==> src/rtl/wm_pkg.sv <==
// Shared types and defaults for the washing-machine programme controller.
// State encoding, default phase durations and the rinse-count clamp.
package wm_pkg;

  typedef enum logic [3:0] {
    IDLE     = 4'd0,
    FILL     = 4'd1,
    WASH     = 4'd2,
    DRAIN    = 4'd3,
    RINSE    = 4'd4,
    SPIN     = 4'd5,
    COMPLETE = 4'd6,
    PAUSED   = 4'd7,
    ABORT    = 4'd8
  } wm_state_t;

  localparam int DEF_CNT_W     = 8;
  localparam int DEF_FILL_T    = 4;
  localparam int DEF_WASH_T    = 10;
  localparam int DEF_DRAIN_T   = 3;
  localparam int DEF_RINSE_T   = 5;
  localparam int DEF_SPIN_T    = 7;
  localparam int DEF_MAX_RINSE = 3;

  function automatic logic [1:0] clamp_rinse(input logic [1:0] req, input int max_n);
    if (int'(req) > max_n) return 2'(max_n);
    return req;
  endfunction

endpackage

==> src/rtl/wm_phase_timer.sv <==
// Phase timer: counts cycles spent in the current phase, frozen by hold.
// expire flags the last cycle of a phase of length dur.
module wm_phase_timer #(
  parameter int CNT_W = 8
) (
  input  logic             clk,
  input  logic             rst,
  input  logic             clr,
  input  logic             hold,
  input  logic [CNT_W-1:0] dur,
  output logic [CNT_W-1:0] count,
  output logic             expire
);

  always_ff @(posedge clk or posedge rst) begin
    if (rst)        count <= '0;
    else if (clr)   count <= '0;
    else if (!hold) count <= count + 1'b1;
  end

  assign expire = (count == dur - 1'b1);

endmodule

==> src/rtl/wm_cycle_ctrl.sv <==
// Washing-machine programme controller: fill, wash, drain, N rinses, spin.
// Optional remaining-time output enabled by defining WM_TIME_LEFT_EN.
module wm_cycle_ctrl
  import wm_pkg::*;
#(
  parameter int CNT_W     = DEF_CNT_W,
  parameter int FILL_T    = DEF_FILL_T,
  parameter int WASH_T    = DEF_WASH_T,
  parameter int DRAIN_T   = DEF_DRAIN_T,
  parameter int RINSE_T   = DEF_RINSE_T,
  parameter int SPIN_T    = DEF_SPIN_T,
  parameter int MAX_RINSE = DEF_MAX_RINSE
) (
  input  logic             clk,
  input  logic             rst,
  input  logic             start,
  input  logic             stop,
  input  logic             pause,
  input  logic             door_closed,
  input  logic [1:0]       cfg_rinse_n,
  output logic [3:0]       state,
  output logic             valve_fill,
  output logic             pump_drain,
  output logic             motor_wash,
  output logic             motor_spin,
  output logic             door_lock,
  output logic             busy,
  output logic             done,
  output logic [1:0]       rinse_idx
`ifdef WM_TIME_LEFT_EN
  ,
  output logic [CNT_W-1:0] time_left
`endif
);

  localparam int DMAX = (1 << CNT_W) - 1;

  if (FILL_T < 1 || FILL_T > DMAX || WASH_T < 1 || WASH_T > DMAX ||
      DRAIN_T < 1 || DRAIN_T > DMAX || RINSE_T < 1 || RINSE_T > DMAX ||
      SPIN_T < 1 || SPIN_T > DMAX) begin : g_bad_duration
    $error("wm_cycle_ctrl: phase durations must lie in 1..2**CNT_W-1");
  end
  if (MAX_RINSE < 0 || MAX_RINSE > 3) begin : g_bad_max_rinse
    $error("wm_cycle_ctrl: MAX_RINSE must lie in 0..3");
  end

  wm_state_t        cur, nxt, saved, phase;
  logic [1:0]       rinse_n;
  logic [CNT_W-1:0] dur, count;
  logic             expire, run, timed, clr, hold;

  assign state = cur;
  assign run   = (cur == FILL) || (cur == WASH) || (cur == DRAIN) ||
                 (cur == RINSE) || (cur == SPIN);
  assign timed = run || (cur == ABORT);

  // Pause and resume keep the timer; every other state change restarts it.
  assign clr  = !(timed || cur == PAUSED) ||
                ((nxt != cur) && (nxt != PAUSED) && !(cur == PAUSED && nxt != ABORT));
  assign hold = (cur == PAUSED) || (nxt == PAUSED);

  always_comb begin
    phase = (cur == PAUSED) ? saved : cur;
    case (phase)
      FILL:    dur = CNT_W'(FILL_T);
      WASH:    dur = CNT_W'(WASH_T);
      RINSE:   dur = CNT_W'(RINSE_T);
      SPIN:    dur = CNT_W'(SPIN_T);
      default: dur = CNT_W'(DRAIN_T);
    endcase
  end

  wm_phase_timer #(.CNT_W(CNT_W)) u_timer (
    .clk    (clk),
    .rst    (rst),
    .clr    (clr),
    .hold   (hold),
    .dur    (dur),
    .count  (count),
    .expire (expire)
  );

`ifdef WM_TIME_LEFT_EN
  assign time_left = (timed || cur == PAUSED) ? (dur - 1'b1 - count) : '0;
`else
  logic unused_count;
  assign unused_count = &{1'b0, count};
`endif

  // Priority: stop, then door-open/pause, then phase timeout.
  always_comb begin
    nxt = cur;
    case (cur)
      IDLE:     if (start && door_closed && !stop) nxt = FILL;
      FILL, WASH, DRAIN, RINSE, SPIN: begin
        if (stop)                        nxt = ABORT;
        else if (pause || !door_closed)  nxt = PAUSED;
        else if (expire) begin
          case (cur)
            FILL:    nxt = WASH;
            WASH:    nxt = DRAIN;
            DRAIN:   nxt = (rinse_idx < rinse_n) ? RINSE : SPIN;
            RINSE:   nxt = DRAIN;
            default: nxt = COMPLETE;
          endcase
        end
      end
      PAUSED: begin
        if (stop)                                   nxt = ABORT;
        else if (start && !pause && door_closed)    nxt = saved;
      end
      ABORT:    if (expire) nxt = IDLE;
      default:  nxt = IDLE;
    endcase
  end

  always_ff @(posedge clk or posedge rst) begin
    if (rst) begin
      cur        <= IDLE;
      saved      <= IDLE;
      rinse_n    <= '0;
      rinse_idx  <= '0;
      valve_fill <= 1'b0;
      pump_drain <= 1'b0;
      motor_wash <= 1'b0;
      motor_spin <= 1'b0;
      door_lock  <= 1'b0;
      busy       <= 1'b0;
      done       <= 1'b0;
    end else begin
      cur <= nxt;
      if (nxt == PAUSED && cur != PAUSED) saved <= cur;
      if (cur == IDLE && nxt == FILL) begin
        rinse_n   <= clamp_rinse(cfg_rinse_n, MAX_RINSE);
        rinse_idx <= '0;
      end else if (cur == RINSE && nxt == DRAIN) begin
        rinse_idx <= rinse_idx + 2'd1;
      end
      valve_fill <= (nxt == FILL) || (nxt == RINSE);
      motor_wash <= (nxt == WASH) || (nxt == RINSE);
      pump_drain <= (nxt == DRAIN) || (nxt == SPIN) || (nxt == ABORT);
      motor_spin <= (nxt == SPIN);
      door_lock  <= (nxt != IDLE) && (nxt != COMPLETE);
      busy       <= (nxt != IDLE);
      done       <= (nxt == COMPLETE);
    end
  end

endmodule

==> config.mk <==
export PLATFORM = sky130hd
export DESIGN_NAME = wm_cycle_ctrl
export DESIGN_NICKNAME = d
export VERILOG_FILES = /design/src/rtl/wm_pkg.sv /design/src/rtl/wm_phase_timer.sv /design/src/rtl/wm_cycle_ctrl.sv
export SDC_FILE = /design/constraint.sdc
export NUM_CORES = 1
export LEC_CHECK = 0
export ABC_AREA = 1
export CORE_UTILIZATION = 23
export DETAILED_ROUTE_END_ITERATION = 10
export PLACE_DENSITY = 0.42
export SKIP_CTS_REPAIR_TIMING = 1
export SLEW_MARGIN = 15
export SYNTH_ARGS = -nofsm -noshare
export SYNTH_HDL_FRONTEND = slang
export SYNTH_HIERARCHICAL = 1
export SYNTH_SLANG_ARGS = --single-unit
==> constraint.sdc <==
create_clock -name clk -period 10.9 [get_ports clk]
set_clock_uncertainty 0.05 [all_clocks]
set_input_delay 1.09 -clock clk [delete_from_list [all_inputs] [get_ports clk]]
set_output_delay 1.09 -clock clk [all_outputs]
set_load 0.005 [all_outputs]
# After elaboration in Yosys (flattened, before gate mapping)
# Cells that the tools add are included.
# Widths: inputs -> output; s select.
dict set report totals {
  regBits 27
  input_bits 8
  out_inout_bits 13
  elab_cells 92
}
dict set report classes {
  addsub 3
  order_cmp 1
  n_eq_ne 26
  mux 16
  reduce_logical 34
}
# op count
set ops {}
lappend ops {{$eq 4x3->1 const B} 9}
lappend ops {{$mux 4} 8}
lappend ops {{$pmux 4 s4} 2}
lappend ops {{$eq 4x2->1 const B} 5}
lappend ops {{$mux 8} 2}
lappend ops {{$logic_or 1x1->1} 13}
lappend ops {{$eq 4x1->1 const B} 3}
lappend ops {{$ne 4x3->1 const B} 3}
lappend ops {{$logic_and 1x1->1} 11}
lappend ops {{$pmux 3 s3} 1}
lappend ops {{$add 8x1->8 const B} 1}
lappend ops {{$eq 4x4->1 const B} 2}
lappend ops {{$eq 8x8->1} 1}
lappend ops {{$logic_not 1->1} 5}
lappend ops {{$reduce_or 5->1} 1}
lappend ops {{$sub 4x1->5 const B} 1}
lappend ops {{$logic_not 4->1} 1}
lappend ops {{$mux 2} 2}
lappend ops {{$ne 4x4->1} 1}
lappend ops {{$ne 4x4->1 const B} 1}
lappend ops {{$reduce_bool 4->1} 1}
lappend ops {{$add 2x1->2 const B} 1}
lappend ops {{$lt 2x2->1} 1}
lappend ops {{$ne 2x2->1 const B} 1}
lappend ops {{3 further kinds} 3}

# Longest topological paths before layout
# Gate-level depths: netlist of run 1.
dict set report depth {
  depth_word 16
  mapped_depth 40
  depth_no_buf 39
}

# Hierarchy
# Netlist of run 1, hierarchy kept.
# module n_inst cells_per_inst area_per_inst_um2 seq_area_each_um2
set modules_own_cells {}
lappend modules_own_cells {wm_cycle_ctrl 1 178 1290.0 475.5}
lappend modules_own_cells {wm_phase_timer 1 104 676.9 200.2}

# Worst setup path after synthesis of run 1
# Ideal clock, no wire load.
dict set report synth_timing {
  kind {register to register}
  start {reg cur[3], in the netlist state[3]}
  end {reg u_timer.count[6]}
  setup_time_ps 77
  arrival_ps 4082
  slack_ps 6691
  path_stages_with_launch 36
  path_buffers 1
  synth_period_minus_slack_ps 4209
  cell_sequence {dfrtp_1 -> buf_2 -> inv_2 -> nand2_4 -> nor2_4 -> inv_2 -> o21ai_0 -> nand2_1 -> a21oi_1 -> o21ai_0 -> inv_1 -> ha_1 -> nand2_1 -> nor2_1 -> nand2_1 -> nand2_1 -> nand2_1 -> nor2_1 -> nand3_1 -> nor2_1 -> inv_1 -> a21oi_1 -> nand2_1 -> nand3_2 -> nand2_2 -> nor2_1 -> nand3_1 -> nand2_1 -> nand3_1 -> nand2_1 -> inv_4 -> nand2_2 -> nand3_1 -> nor2_1 -> o21ai_1 -> a21oi_1}
}
dict set report synth_between {
  elab_chain_cells 16
}
# element line
set synth_rtl {}
lappend synth_rtl {{start, declared} wm_cycle_ctrl.sv:47} ;# wm_state_t cur, nxt, saved, phase;
lappend synth_rtl {{start signal, assigned} wm_cycle_ctrl.sv:131} ;# cur <= nxt;
lappend synth_rtl {{$eq 4x3->1} wm_cycle_ctrl.sv:63} ;# phase = (cur == PAUSED) ? saved : cur;
lappend synth_rtl {{$mux 4 (*)} wm_cycle_ctrl.sv:63}
lappend synth_rtl {{$eq 4x3->1 (tied with other cells)} wm_cycle_ctrl.sv:64} ;# case (phase)
lappend synth_rtl {{$pmux 4 s4 (*)} wm_cycle_ctrl.sv:64}
lappend synth_rtl {{via dur[2]} wm_cycle_ctrl.sv:49} ;# logic [CNT_W-1:0] dur, count;
lappend synth_rtl {{$sub 4x1->5 (*)} wm_phase_timer.sv:21} ;# assign expire = (count == dur - 1'b1);
lappend synth_rtl {{$eq 8x8->1 (*)} wm_phase_timer.sv:21}
lappend synth_rtl {{via expire} wm_cycle_ctrl.sv:50} ;# logic expire, run, timed, clr, hold;
lappend synth_rtl {{(+4 left out)} n/a}
lappend synth_rtl {{via nxt[2]} wm_cycle_ctrl.sv:47}
lappend synth_rtl {{$ne 4x4->1} wm_cycle_ctrl.sv:59} ;# ((nxt != cur) && (nxt != PAUSED) && !(cur == PAUSED && nxt != ABORT));
lappend synth_rtl {{$logic_and 1x1->1} wm_cycle_ctrl.sv:59}
lappend synth_rtl {{$logic_not 1->1} wm_cycle_ctrl.sv:59}
lappend synth_rtl {{$logic_and 1x1->1 (*)} wm_cycle_ctrl.sv:59}
lappend synth_rtl {{$logic_or 1x1->1 (*)} wm_cycle_ctrl.sv:58} ;# assign clr = !(timed || cur == PAUSED) ||
lappend synth_rtl {{via clr} wm_cycle_ctrl.sv:50}
lappend synth_rtl {{$ne 2x2->1 (no source line) / $mux 8 (equally long branches)} n/a}
lappend synth_rtl {{end signal, assigned} wm_phase_timer.sv:18} ;# else if (!hold) count <= count + 1'b1;
lappend synth_rtl {{end, declared} wm_phase_timer.sv:11} ;# output logic [CNT_W-1:0] count,
# Mark *: on every way through the listed nets, which the timed path passes. The rest lies on a longest branch.
# A chain may end at the register's enable or synchronous reset.

# Worst setup path in the final report of run 1
dict set report layout_timing {
  start {reg cur[1], in the netlist state[1]}
  end {reg u_timer.count[5]}
}
# Same word-level chain as after synthesis.

==> impl_metrics.tcl, run 1 <==
set metrics [dict create \
    comb_power_share_pct 55.2 \
    maxCapViolations 0 \
    yosysMostFrequentCell "nand2_1" \
    row_count 33 \
    grt_use_total_pct 11.7 \
    die_area_mm2 0.00893 \
    multi_input_area_mm2 0.00116 \
    die_w_um 94.5 \
    crit_path_max_incr_delay_ps 610 \
    grt_pass1_vias 1734 \
    cts_buffers 3 \
    cp-startpoint "state[1]" \
    start_kind "register" \
    ys_seq_area_share_pct 34.4 \
    final_nets 325 \
    dr_total_vias 1807 \
    htree_num_levels 1 \
    synth_top_flop_cell "dfrtp_1" \
    antenna_cells 0 \
    slew_violations 0 \
    tns_ps 0 \
    period_minus_slack_ps 5140 \
    register_area_um2 676 \
    clockPowerShare_pct 12.8 \
    worst_slew_pin_slew_ps 757 \
    design_area_mm2 0.00237 \
    ir_worst_vdd_uv 107 \
    reg2reg_depth 35 \
    wl_per_cell_um 11.3 \
    syn_area_mm2 0.00197 \
    seq_power_share_pct 32.0 \
    pre_cts_ws_ps 5780 \
    synth_area_leaders "dfrtp_1 (34%), nand2_1 (15%), nand3_1 (6.4%)" \
    crit_type "register to register" \
    start_util_pct 23.8 \
    core_mm2 0.00826 \
    relSlewSlack_pct 49.5 \
    cts_tree "yes" \
    antenna_found_initial 0 \
    rrSetupSlack_ps 5760 \
    grt.overflow.total 0 \
    ys_warn_count 6 \
    hpwl_um 3760 \
    clock-root-buffer "clkbuf_8" \
    grt_max_degree 20 \
    ant_nets 0 \
    drcViolationCount 0 \
    power.leakage_nw 1.16 \
    fillerInstances 919 \
    cpMostUsedCell "nand2_1" \
    r2r-end "u_timer/count[5]" \
    post-route-period-util_pct 47.1 \
    viasPerCell 4.32 \
    synth_common_cells "nand2_1 (76), nor2_1 (29), dfrtp_1 (27)" \
    placed_cell_area_mm2 0.00232 \
    timing.fmax_mhz 195 \
    synthArstFlopShare_pct 100 \
    critPathCapture "u_timer/count[5]" \
    critPathRequiredTime_ps 11050 \
    drive_above_1_share_pct 16.0 \
    clkLatencyLatePin_ps 270 \
    end_kind "register" \
    final-hold-violation-count 0 \
    critPathMaxFanout 9 \
    die_h_um 94.5 \
    yosysUniqueCellTypes 34 \
    status "finished, final reports clean" \
    rr_startpoint "state[1]" \
    cts.sinks 27 \
    place_congestion 0.778 \
    syn_to_final_growth_pct 20.4 \
    switchingPower_mw 0.200 \
    whs_ps 462 \
    switching_share_pct 45.6 \
    ys_ff_latch 27 \
    grt_pass1_wl_um 8330 \
    finalSetupViolCount 0 \
    p_int_mw 0.239 \
    clock_tree.buffer_depth 2 \
    portBuffers 20 \
    drt_iter0_markers 128 \
    setup_ws_ps 5760 \
    firstDrtPassIters 4 \
    pwr_density_cell_mw_per_mm2 185 \
    arrival_ps 5290 \
    critical_path.slowest_cell "dfrtp_1" \
    hold_class "register to register" \
    synth_top_area_cell "dfrtp_1" \
    synthCells 282 \
    pin_count 21 \
    grt_setup_unrepaired "false" \
    routed_wl_um 4710 \
    synth-edff-count 0 \
    avgSynthCellArea_um2 6.97 \
    synth_top_cell_area_share_pct 34.4 \
    clk_pin_slew_ps 90 \
]
logic make-up after synthesis:
family | Yosys count | share of synthesized area (%)
and+or+nand+nor | 170 | 42.7
other | 1 | 0.191
AOI/OAI and AO/OA | 32 | 9.10
buffers and inverters | 41 | 8.02
adders and majority gates | 3 | 1.91
muxes | 1 | 0.572
DFF | 27 | 34.4
xor gates and xnor gates | 7 | 3.12
power groups by stage:
stage,Clock [mW],Combinational [mW],Sequential (mW)
after floorplan,0,0.177,0.136
after global placement,0,0.246,0.143
after detailed placement,0,0.244,0.142
after CTS,0.0597,0.246,0.141
after global routing,0.0622,0.277,0.143
final,0.0560,0.242,0.140
registers in the layout, indices dropped and copies added, names as in the netlist:
| name | flops |
|---|---|
| u_timer/count | 8 |
| saved | 4 |
| state | 4 |
| rinse_idx | 2 |
| rinse_n | 2 |
| busy | 1 |
| done | 1 |
| door_lock | 1 |
| motor_spin | 1 |
| motor_wash | 1 |
| pump_drain | 1 |
| valve_fill | 1 |
metal layers:
metal	part of all wire [%]	vias to the layer above	GRT usage [%]
met5	0	-	0
met4	0.68	0	3.03
li1	-	957	-
met1	53	824	17.3
met2	43	24	18.1
met3	2.8	2	1.05
critical path, delay by kind of cell (launching register included):
family                   cells  cell delay, ps
buffers and inverters        4             430
adder cells (fa/ha/maj)      1             190
flip-flops                   1             610
AND/OR/NAND/NOR             28            3230
AO/OA/AOI/OAI                2             540
cell usage in the layout, fill, tap and decap left out:
master / instances
o21ai_0: 10
nor3_2: 1
nor3_4: 1
nor2_2: 4
nor3b_1: 1
o21a_1: 1
conb_1: 9
o21bai_1: 1
a31oi_1: 1
o31ai_1: 1
mux2_2: 1
nand2_4: 6
o21ai_1: 6
nor2_1: 29
or2_2: 1
nor3_1: 3
clkinv_1: 1
o21ai_2: 2
a211oi_1: 1
ha_1: 3
nand4_1: 6
nor2_4: 3
inv_4: 1
a21oi_1: 9
nand3_2: 4
clkbuf_1: 1
nand3_1: 25
xor2_1: 5
nand2_2: 10
inv_2: 13
dfrtp_1: 27
clkbuf_8: 3
xnor2_1: 2
clkdlybuf4s50_1: 20
inv_1: 25
nand2_1: 76
final cells by class:
cell class                      instances  share of cell area (%)
Inverter                               40                    6.44
Multi-Input combinational cell        222                    49.1
Clock buffer                            4                    1.90
Sequential cell                        27                    28.5
Timing Repair Buffer                   20                    8.45
Tap cell                              105                    5.55
how the worst min path moves through the flow:
| stage | slack, ps | from | end | cells past startpoint |
|---|---|---|---|---|
| 2_1_floorplan | 410 | saved[3] | saved[3] | 2 |
| 3_3_place_gp | 440 | rinse_n[0] | rinse_n[0] | 1 |
| 3_5_place_dp | 440 | rinse_n[0] | rinse_n[0] | 1 |
| 4_1_cts | 470 | rinse_n[0] | rinse_n[0] | 1 |
| 5_1_grt | 480 | rinse_n[0] | rinse_n[0] | 1 |
| 6_report | 460 | rinse_n[0] | rinse_n[0] | 1 |
metrics by stage:
step / utilization (%) / cells / total power, mW
floorplan: - / 290 / 0.313
CTS: 28.7 / 418 / 0.446
detailed placement: 28.1 / 414 / 0.386
global placement: 28.1 / 414 / 0.389
global route: 28.7 / 418 / 0.482
finish: 28.7 / 418 / 0.439
Power figures use the tool's default switching activity.
==> inputs of run 2 (changes only) <==
--- a/config.mk
+++ b/config.mk
@@ -8,7 +8,7 @@
 export ABC_AREA = 1
 export CORE_UTILIZATION = 23
 export DETAILED_ROUTE_END_ITERATION = 10
-export PLACE_DENSITY = 0.42
+export PLACE_DENSITY = 0.44
 export SKIP_CTS_REPAIR_TIMING = 1
 export SLEW_MARGIN = 15
 export SYNTH_ARGS = -nofsm -noshare
==> constraint.sdc (replaced) <==
create_clock -name clk -period 4.6 [get_ports clk]
set_clock_uncertainty 0.05 [all_clocks]
set_input_delay 0.46 -clock clk [delete_from_list [all_inputs] [get_ports clk]]
set_output_delay 0.46 -clock clk [all_outputs]
set_load 0.005 [all_outputs]
==> impl_metrics.tcl, run 2 (synthesis gave the netlist of run 1 again) <==
set metrics [dict create \
    status "finished, final reports clean" \
    end_kind "register" \
    grt.overflow.total 0 \
    hpwl_um 3870 \
    drt_iter0_markers 159 \
    grt_setup_unrepaired "false" \
    routed_wl_um 5010 \
    clock_tree.buffer_depth 2 \
    final_cells 434 \
    tns_ps 0 \
    antenna_cells 0 \
    row_count 33 \
    path_delay_family "simple AND/OR/NAND/NOR gates" \
    cts.sinks 27 \
    grt_pass1_vias 1822 \
    wl_per_cell_um 11.6 \
    dpl.cell_count 429 \
    drive_above_1_share_pct 21.9 \
    post-route-period-util_pct 88.2 \
    arrival_ps 4220 \
    grt_pass1_wl_um 8460 \
    core_mm2 0.00826 \
    pin_count 21 \
    grt_use_total_pct 12.2 \
    place_congestion 0.884 \
    ant_nets 0 \
    clkLatencyLatePin_ps 290 \
    critPathRequiredTime_ps 4760 \
    clk_pin_slew_ps 110 \
    antenna_found_initial 0 \
    start_util_pct 23.8 \
    clock-root-buffer "clkbuf_8" \
    maxCapViolations 0 \
    htree_num_levels 1 \
    grt_max_degree 20 \
    final-hold-violation-count 0 \
    die_h_um 94.5 \
    final_common_cell "nand2_1" \
    largest_register_ffs 8 \
    crit_type "register to register" \
    cp_num_buf_inv 6 \
    start_kind "register" \
    ir_worst_vdd_uv 181 \
    power.leakage_nw 1.24 \
    portBuffers 20 \
    cpMostUsedCell "nand3_1" \
    worst_slew_pin_slew_ps 772 \
    firstDrtPassIters 4 \
    final_nets 341 \
    period_minus_slack_ps 4060 \
    critical_path.slowest_cell "dfrtp_1" \
    critPathMaxFanout 5 \
    power_mw 1.14 \
    slew_violations 0 \
    die_area_mm2 0.00893 \
    dr_total_vias 1901 \
    relSlewSlack_pct 48.5 \
    timing.fmax_mhz 246 \
    viasPerCell 4.38 \
    die_w_um 94.5 \
    regMostFlops "u_timer/count" \
    whs_ps 420 \
    cts_buffers 3 \
    rrSetupSlack_ps 540 \
    pwr_density_cell_mw_per_mm2 454 \
    syn_to_final_growth_pct 27.3 \
    finalSetupViolCount 0 \
    crit_path_max_incr_delay_ps 400 \
    drcViolationCount 0 \
    hold_class "input pin to async pin" \
    cts_tree "yes" \
    final_cell_mix "nand2_1 (75), nor2_1 (27), dfrtp_1 (26)" \
]
-- run 2: cell count changes in the layout (fill, tap and decap cells not counted), sizes merged --
cell,delta
clkbuf,-1
clkinv,+1
buf,+16
-- run 2: power by group --
part           leakage (nW)  switching, mW  internal, mW  total [mW]
sequential            0.362         0.0233         0.284       0.308
clock                0.0255         0.0848        0.0610       0.146
combinational         0.855          0.405         0.278       0.683
-- run 2: path summary, 6_finish.rpt --
path | cells past startpoint | from | endpoint
max in group asynchronous | 2 | rst | state[2]
worst max register to register | 33 | state[3] | u_timer/count[6]
worst min-delay path | 2 | rst | u_timer/count[1]
worst max-delay path | 33 | state[3] | u_timer/count[6]
worst min register to register | 1 | rinse_n[0] | rinse_n[0]
min in group clk | 1 | rinse_n[0] | rinse_n[0]
-- run 2: metal layers --
metal	track usage, %	part of all wire (%)	up-vias
li1	-	-	990
met1	17.1	51	858
met2	19.1	44	47
met3	1.61	3.6	6
met4	4.17	1.7	0
met5	0	0	-
-- run 2: final cells by class --
type	count	area, µm²
clock buffers	3	41.3
multi-input cells	222	1180
well taps	105	131
inverters	40	153
flip-flops and latches	27	677
clock inverters	1	5.00
repair buffers	36	320
fillers	912	5750
-- run 2: stage by stage --
step / utilization, % / worst slack (ps) / cell area [µm²]
finish: 30.3 / 541 / 2500
global route: 30.3 / 0.630 / 2500
CTS: 30.1 / 288 / 2480
detailed placement: 29.5 / 351 / 2440
global placement: 29.5 / 359 / 2440
floorplan: - / 391 / 2000
==> inputs of run 3 (changes only) <==
--- a/config.mk
+++ b/config.mk
@@ -8,7 +8,7 @@
 export ABC_AREA = 1
 export CORE_UTILIZATION = 23
 export DETAILED_ROUTE_END_ITERATION = 10
-export PLACE_DENSITY = 0.44
+export PLACE_DENSITY = 0.47
 export SKIP_CTS_REPAIR_TIMING = 1
 export SLEW_MARGIN = 15
 export SYNTH_ARGS = -nofsm -noshare
==> impl_metrics.tcl, run 3 (synthesis gave the netlist of run 1 again) <==
set metrics [dict create \
    pin_count 21 \
    regMostFlops "u_timer/count" \
    arrival_ps 4290 \
    start_kind "register" \
    grt_pass1_wl_um 8490 \
    power_mw 1.11 \
    placed_cell_area_mm2 0.00243 \
    clockPowerShare_pct 12.8 \
    fillerInstances 931 \
    relSlewSlack_pct 42.6 \
    drive_above_1_share_pct 20.5 \
    ir_worst_vdd_uv 238 \
    p_int_mw 0.614 \
    dr_total_vias 1847 \
    top_layer "met4" \
    status "finished, final reports clean" \
    wl_met1_um 2450 \
    period_minus_slack_ps 4130 \
    final_nets 339 \
    cts_tree "yes" \
    setup_ws_ps 465 \
    grt_use_total_pct 12.1 \
    row_count 33 \
    rr_startpoint "state[3]" \
    end_kind "register" \
    wl_met2_um 2190 \
    hold_class "input pin to async pin" \
    die_w_um 94.5 \
    critPathRequiredTime_ps 4760 \
    die_h_um 94.5 \
    crit_type "register to register" \
    critPathMaxFanout 5 \
    power.leakage_nw 1.23 \
    critical_path.slowest_cell "dfrtp_1" \
    multi_input_area_mm2 0.00117 \
    start_util_pct 23.8 \
    ant_nets 0 \
    wl_met3_um 139 \
    post-route-period-util_pct 89.9 \
    htree_num_levels 1 \
    final_cell_mix "nand2_1 (75), nor2_1 (28), dfrtp_1 (27)" \
    finalSetupViolCount 0 \
    portBuffers 20 \
    viasPerCell 4.28 \
    final_common_cell "nand2_1" \
    drt_iter0_markers 121 \
    syn_to_final_growth_pct 26.3 \
    seq_power_share_pct 27.5 \
    maxCapViolations 0 \
    tns_ps 0 \
    design_area_mm2 0.00248 \
    comb_power_share_pct 59.7 \
    pre_cts_ws_ps 285 \
    final-hold-violation-count 0 \
    grt_max_degree 20 \
    clk_pin_slew_ps 100 \
    drcViolationCount 0 \
    timing.fmax_mhz 242 \
    rrSetupSlack_ps 470 \
    worst_slew_pin_slew_ps 860 \
    clkLatencyLatePin_ps 280 \
    grt.overflow.total 0 \
    largest_register_ffs 8 \
    pwr_density_cell_mw_per_mm2 448 \
    crit_path_max_incr_delay_ps 400 \
    switchingPower_mw 0.499 \
    routed_wl_um 4870 \
    clock_tree.buffer_depth 2 \
    firstDrtPassIters 4 \
    slew_violations 0 \
    wl_per_cell_um 11.3 \
    register_area_um2 676 \
    switching_share_pct 44.8 \
    cts_buffers 3 \
    reg2reg_depth 31 \
    antenna_cells 0 \
    grt_pass1_vias 1799 \
    cts.sinks 27 \
    antenna_found_initial 0 \
    core_mm2 0.00826 \
    die_area_mm2 0.00893 \
    r2r-end "u_timer/count[6]" \
    grt_setup_unrepaired "false" \
    hpwl_um 3860 \
    clock-root-buffer "clkbuf_8" \
    place_congestion 0.819 \
]
-- run 3: cell types whose count changed in the layout (fill, tap and decap cells not counted), sizes merged --
cell	before	now
clkinv	2	1
clkbuf	3	4
buf	16	14
-- run 3: per-stage QoR --
step / hold WS, ps / cells / util [%]
2_1_floorplan: 226 / 290 / -
3_3_place_gp: 439 / 428 / 29.4
3_5_place_dp: 449 / 428 / 29.4
4_1_cts: 427 / 432 / 30.0
5_1_grt: 480 / 432 / 30.1
6_report: 429 / 432 / 30.1
-- run 3: power groups by stage --
stage	registers (mW)	logic, mW	clock network, mW
finish	0.307	0.665	0.142
global route	0.311	0.747	0.158
CTS	0.307	0.661	0.150
detailed placement	0.312	0.656	0
global placement	0.312	0.655	0
floorplan	0.322	0.420	0
-- run 3: how the worst max path moves through the flow --
stage	from	to	slack, ps	depth (start not counted)
after floorplan	state[3]	u_timer/count[6]	390	35
after global placement	state[3]	u_timer/count[6]	350	31
after detailed placement	state[3]	u_timer/count[6]	280	31
after CTS	state[3]	u_timer/count[6]	240	31
after global routing	state[0]	u_timer/count[5]	30	37
final	state[3]	u_timer/count[6]	470	31
-- run 3: critical path: cells and delay by family (launching register included) --
kind / cells / cell delay, ps
compound gates: 5 / 660
xor+xnor: 1 / 130
fa+ha+maj: 1 / 310
buf+inv: 6 / 580
flops: 1 / 400
simple gates: 18 / 1920
-- run 3: per-layer routing --
metal  vias up  GRT usage [%]
met5         -              0
met4         0           3.91
met3         8           1.61
met2        31           19.8
met1       827           16.3
li1        981              -
-- run 3: layout make-up --
cell class	count	area share, %
timing repair buffer	34	12.3
multi-input combinational	222	47.3
clock buffer	4	1.81
tap	105	5.29
sequential	27	27.2
inverter	40	6.15
